--- src/rtl/box_mover.sv ---
// Bouncing rectangle position generator, advanced once per frame on vys.
// Optional key pause path (sync + debounce + toggle) enabled by KEY_PAUSE_EN.
module box_mover #(
  parameter int H_ACT   = 640,
  parameter int V_ACT   = 480,
  parameter int BOX_W   = 150,
  parameter int BOX_H   = 100,
  parameter int STEP    = 2,
  parameter int DEB_CNT = 500000
) (
  input  logic       clk,
  input  logic       rst,
  input  logic       vys,
  input  logic       key_in,
  output logic [9:0] box_x,
  output logic [9:0] box_y,
  output logic       frame_tick,
  output logic       paused
);

  localparam logic [10:0] X_MAX  = 11'(H_ACT - BOX_W);
  localparam logic [10:0] Y_MAX  = 11'(V_ACT - BOX_H);
  localparam logic [10:0] X_INIT = 11'((H_ACT - BOX_W) / 2);
  localparam logic [10:0] Y_INIT = 11'((V_ACT - BOX_H) / 2);
  localparam logic [10:0] STEP_W = 11'(STEP);

  logic        vys_r;
  logic        dx;
  logic        dy;
  logic [10:0] nx;
  logic [10:0] ny;

  // Returns {next_dir, next_pos}; clamps to the limit and flips direction.
  function automatic logic [10:0] step_axis(
    input logic [10:0] pos,
    input logic        dir,
    input logic [10:0] lim
  );
    logic [10:0] p;
    logic        d;
    p = pos;
    d = dir;
    if (dir) begin
      if (pos + STEP_W >= lim) begin
        p = lim;
        d = 1'b0;
      end else begin
        p = pos + STEP_W;
      end
    end else begin
      if (pos <= STEP_W) begin
        p = 11'd0;
        d = 1'b1;
      end else begin
        p = pos - STEP_W;
      end
    end
    return {d, p[9:0]};
  endfunction

  always_comb begin
    nx = step_axis({1'b0, box_x}, dx, X_MAX);
    ny = step_axis({1'b0, box_y}, dy, Y_MAX);
  end

  always_ff @(posedge clk or negedge rst) begin
    if (!rst) begin
      vys_r      <= 1'b1;
      frame_tick <= 1'b0;
    end else begin
      vys_r      <= vys;
      frame_tick <= vys & ~vys_r;
    end
  end

  // paused here is the pre-toggle value when a key toggle lands this cycle
  always_ff @(posedge clk or negedge rst) begin
    if (!rst) begin
      box_x <= X_INIT[9:0];
      box_y <= Y_INIT[9:0];
      dx    <= 1'b1;
      dy    <= 1'b1;
    end else if (frame_tick && !paused) begin
      box_x <= nx[9:0];
      dx    <= nx[10];
      box_y <= ny[9:0];
      dy    <= ny[10];
    end
  end

`ifdef KEY_PAUSE_EN
  localparam int CW = $clog2(DEB_CNT + 1);

  logic [1:0]    key_sync;
  logic          key_lvl;
  logic [CW-1:0] deb_cnt;

  always_ff @(posedge clk or negedge rst) begin
    if (!rst) begin
      key_sync <= 2'b11;
      key_lvl  <= 1'b1;
      deb_cnt  <= '0;
      paused   <= 1'b0;
    end else begin
      key_sync <= {key_sync[0], key_in};
      if (key_sync[1] == key_lvl) begin
        deb_cnt <= '0;
      end else if (deb_cnt == CW'(DEB_CNT - 1)) begin
        deb_cnt <= '0;
        key_lvl <= key_sync[1];
        if (!key_sync[1]) begin
          paused <= ~paused;
        end
      end else begin
        deb_cnt <= deb_cnt + 1'b1;
      end
    end
  end
`else
  logic unused_key;
  assign unused_key = ^{key_in, DEB_CNT[0]};
  assign paused     = 1'b0;
`endif

endmodule

--- config.mk ---
export PLATFORM = sky130hd
export DESIGN_NAME = box_mover
export DESIGN_NICKNAME = d
export VERILOG_FILES = /design/src/rtl/box_mover.sv
export SDC_FILE = /design/constraint.sdc
export NUM_CORES = 1
export LEC_CHECK = 0
export CAP_MARGIN = 20
export CORE_AREA = 2 2 72 57
export DETAILED_ROUTE_END_ITERATION = 6
export DIE_AREA = 0 0 74 59
export PLACE_DENSITY = 0.78
export SYNTH_ARGS = -nofsm -noshare
export SYNTH_HDL_FRONTEND = slang
export SYNTH_SLANG_ARGS = --single-unit
export TNS_END_PERCENT = 1
--- constraint.sdc ---
create_clock -name clk -period 3.1 [get_ports clk]
set_input_delay 0.62 -clock clk [delete_from_list [all_inputs] [get_ports clk]]
set_output_delay 0.62 -clock clk [all_outputs]
set_load 0.005 [all_outputs]
==> reports/results.md <==
| Quantity | Reported | Unit |
|---|---|---|
| Maximum operating frequency | 389 | MHz |
| Antenna violations before repair | 0 | - |
| Number of buffers inserted to repair setup after CTS | 0 | - |
| Antenna-violating nets left | 0 | - |
| DR iter-0 viols | 145 | - |
| Seq/Total Area, Yosys | 0.304 | - |
| Post-layout total power | 0.00194 | W |
| Max-slew violations | 0 | - |
| Half-perimeter wire length after detailed placement | 3290 | µm |
| Die width | 74 | µm |
| Initial Util | 0.544 | - |
| Slew at the pin with the worst max-slew slack | 0.798 | ns |
| CTS Buffer Depth | 2 | - |
| Ratio of cells with drive above 1 in the final layout | 0.144 | - |
| Post-route clock period utilization | 0.829 | - |
| Asr flop ratio synth | 1.00 | - |
| Detailed-route vias per instance | 6.02 | - |
| Worst VDD drop | 0.527 | mV |
| Shortest clock period the worst path allows after layout | 2.57 | ns |
| Mux contribution to synthesized area | 0.0218 | - |
| Number of synthesized register bits | 23 | - |
| Area of the mapped netlist | 1950 | µm² |
| Clock tree from TritonCTS | built | - |
| Final hold violation count | 0 | - |
| Worst reg2reg endpoint | box_y[4] | - |
| Clock transition at the registers of the reported paths | 0.08 | ns |
| CTS sink cnt | 23 | - |
| Final clock skew | 0.00351 | ns |
| Pin count of the biggest net entering global routing | 33 | - |
| Crit-path max cell delay | 0.67 | ns |
| Post-synth cell types | 62 | - |
| R2R depth | 7 | - |
| DIE HEIGHT | 59 | µm |
| Root buffer cell | sky130_fd_sc_hd__clkbuf_8 | - |
| Primary FF master, synth | sky130_fd_sc_hd__dfstp_2 | - |
| Reg-to-reg slack, setup | 0.53 | ns |
| Number of buffers and inverters on the critical path | 0 | - |
| Layout overhead on the synthesized area | 11.8 | % |
| Via count of the routed design | 1817 | - |
| Routability congestion estimate | 0.879 | - |
| Inserted Clock Buffers | 3 | - |
| Complex-gate fraction of the synthesized area | 0.273 | - |
| Number of top-level pins | 26 | - |
| Net count, final | 261 | - |
| Via count of the first global-routing pass | 1589 | - |
| Post-synthesis cell count | 242 | - |
| Yosys Warn Count | 0 | - |
| Number of remaining DRC errors | 0 | - |
| R2R Path Start | box_y[1] | - |
| Num rows | 19 | - |
| Gates resized, CTS repair | 0 | - |
| Port Buffer Count | 22 | - |
| Mean Syn Cell Area | 8.08 | µm² |
| Data required time of the critical path | 3.26 | ns |
| Kind of end point of the critical path | flop | - |
| Type of the worst setup path | reg2reg | - |
| Post-synth EDFFs | 0 | - |
| Global Route Usage Sum | 0.232 | - |
| Worst Setup Slack post-DPL | 0.591 | ns |
| Total wirelength of the detailed-routed design | 4570 | µm |
| Worst Hold Launch | box_x[0] | - |
| Number of filler instances in the final layout | 333 | - |
| Die ar. | 4370 | µm² |
| DR WL/cell | 15.1 | µm |
| Critical path arrival | 2.73 | ns |
| Maximum fanout count along the critical path | 12 | - |
| Worst setup slack after layout | 0.529 | ns |
| Result of the run | finished clean | - |
| Worst Setup Start Kind | flop | - |
| Hold WC Path Type | reg2reg | - |
| H-tree level count | 1 | - |
| Total Neg Setup Slack | 0 | ns |
| First-pass DRT Iterations | 5 | - |
| Share of the synthesized netlist area taken by xor and xnor gates | 0.0269 | - |
| Number of hold buffers added after CTS | 0 | - |
| Number of antenna cells inserted | 0 | - |
| GRT overflow | 0 | - |
| Critical Path Slowest Stage Cell | sky130_fd_sc_hd__dfstp_2 | - |
| Adder-cell share of the synthesized area | 0.0384 | - |
| Top cell family by delay on the critical path | simple AND/OR/NAND/NOR gates | - |
| Relative max-transition margin | 0.463 | - |
| Setup-failing EPs final | 0 | - |
| Unrepaired setup endpoints after global routing | false | - |
| Core Footprint | 3590 | µm² |
| Dominant combinational cell family by area after synthesis | compound AO/OA/AOI/OAI gates | - |
| Standby leakage power | 0.834 | nW |
| Post-synthesis share of cell area spent on and, or, nand and nor gates | 0.237 | - |
| End of the worst hold path | box_x[0] | - |
| Pwr per Cell Area | 888 | nW/µm² |
| Global-route wire length before repair | 7840 | µm |
| Share of the core filled with cells | 0.609 | - |
| Worst-skew pair later-pin latency | 0.26 | ns |
| Cells traversed along the worst timing path | ha_1, and3_1, nor2b_1, o32ai_1, o211ai_2, a311oi_1, nor4_1 | - |
| Worst Hold Depth | 2 | - |
| MaxCap Viol Count | 0 | - |
power breakdown:
part / switching [W] / internal (W)
combinational: 0.000478 / 0.000499
clock: 0.0000946 / 0.0000917
sequential: 0.000299 / 0.000477
total: 0.000872 / 0.00107
per-stage QoR:
step,cell area [µm²],instances,hold slack (ns)
after CTS,2180,302,0.470
after detailed placement,2140,298,0.455
final,2180,302,0.465
after global placement,2140,298,0.452
after global routing,2180,302,0.491
after floorplan,1960,243,0.324
cell usage in the layout (no fill, tap or decap), drive strengths merged, types with 5 or more instances in the layout:
cell / synthesis / layout
ha: 6 / 6
dfrtp: 8 / 8
o211ai: 5 / 5
o22ai: 5 / 5
nand2b: 5 / 5
buf: 14 / 5
clkdlybuf4s50: 0 / 22
o21ai: 21 / 21
nand3: 8 / 8
dfstp: 15 / 15
nor2: 22 / 22
or3: 5 / 5
a21oi: 11 / 11
nor3: 9 / 9
inv: 12 / 12
nand2: 17 / 17
flip-flops by register name (all words and copies together) (netlist names):
name,cells
box_x,10
box_y,9
dx,1
dy,1
frame_tick,1
vys_r,1
worst max path at each step:
stage	cells past startpoint	slack, ns	startpoint	end
2_1_floorplan	8	0.86	box_x[2]	box_x[1]
3_3_place_gp	7	0.63	box_x[2]	dx
3_5_place_dp	7	0.59	box_y[1]	box_y[4]
4_1_cts	7	0.57	box_y[1]	box_y[4]
5_1_grt	7	0.38	box_x[1]	dx
6_report	7	0.53	box_y[1]	box_y[4]
area by class of cell:
class / count / area (µm²) / share of cell area
Multi-Input combinational cell: 183 / 1170 / 0.537
Sequential cell: 23 / 594 / 0.272
Timing Repair Buffer: 27 / 258 / 0.118
Tap cell: 52 / 65.1 / 0.0298
Inverter: 13 / 48.8 / 0.0223
Clock buffer: 4 / 45.0 / 0.0206
cell families (layout without fill, tap and decap cells):
family / count (synthesis) / after routing
mux: 4 / 4
xor+xnor: 6 / 6
fa+ha+maj: 6 / 6
buf+inv: 37 / 44
simple gates: 89 / 89
compound gates: 76 / 76
flops: 23 / 23
other cells: 1 / 2
synth_stat cells (all sizes together) (2+ instances only):
| master | count | area (µm²) |
|---|---|---|
| nor2 | 22 | 85.1 |
| o21ai | 21 | 105 |
| nand2 | 17 | 63.8 |
| dfstp | 15 | 394 |
| buf | 14 | 93.8 |
| inv | 12 | 45.0 |
| a21oi | 11 | 55.1 |
| clkbuf | 10 | 47.5 |
| nor3 | 9 | 45.0 |
| dfrtp | 8 | 200 |
| nand3 | 8 | 40.0 |
| ha | 6 | 75.1 |
| nand2b | 5 | 31.3 |
| o211ai | 5 | 42.5 |
| o22ai | 5 | 31.3 |
| or3 | 5 | 37.5 |
| a22oi | 4 | 30.0 |
| a31oi | 4 | 25.0 |
| and3 | 4 | 26.3 |
| nand3b | 4 | 30.0 |
| nand4 | 4 | 31.3 |
| o221ai | 4 | 35.0 |
| xnor2 | 4 | 35.0 |
| a211o | 3 | 26.3 |
| nor4 | 3 | 18.8 |
| or2 | 3 | 18.8 |
| a211oi | 2 | 15.0 |
| a21boi | 2 | 15.0 |
| a311oi | 2 | 17.5 |
| mux2 | 2 | 22.5 |
| mux2i | 2 | 20.0 |
| nor2b | 2 | 12.5 |
| o311ai | 2 | 17.5 |
| xor2 | 2 | 17.5 |
metal layers:
layer  up-vias  share of wire  global-route usage  routed length [µm]
met5         -              0                   0                   0
met4         0         0.0039              0.0234                  18
met3         2          0.063              0.0425                 290
met2        66           0.41               0.311                1890
met1       854           0.52               0.392                2380
li1        895              -                   -                   -
worst register-to-register path, cell delays in order (launching register included):
cell and delay, ns:
sky130_fd_sc_hd__dfstp_2 0.67, sky130_fd_sc_hd__ha_1 0.29, sky130_fd_sc_hd__and3_1 0.27, sky130_fd_sc_hd__nor2b_1 0.26
sky130_fd_sc_hd__o32ai_1 0.14, sky130_fd_sc_hd__o211ai_2 0.44, sky130_fd_sc_hd__a311oi_1 0.09, sky130_fd_sc_hd__nor4_1 0.32
Power figures use the tool's default switching activity.
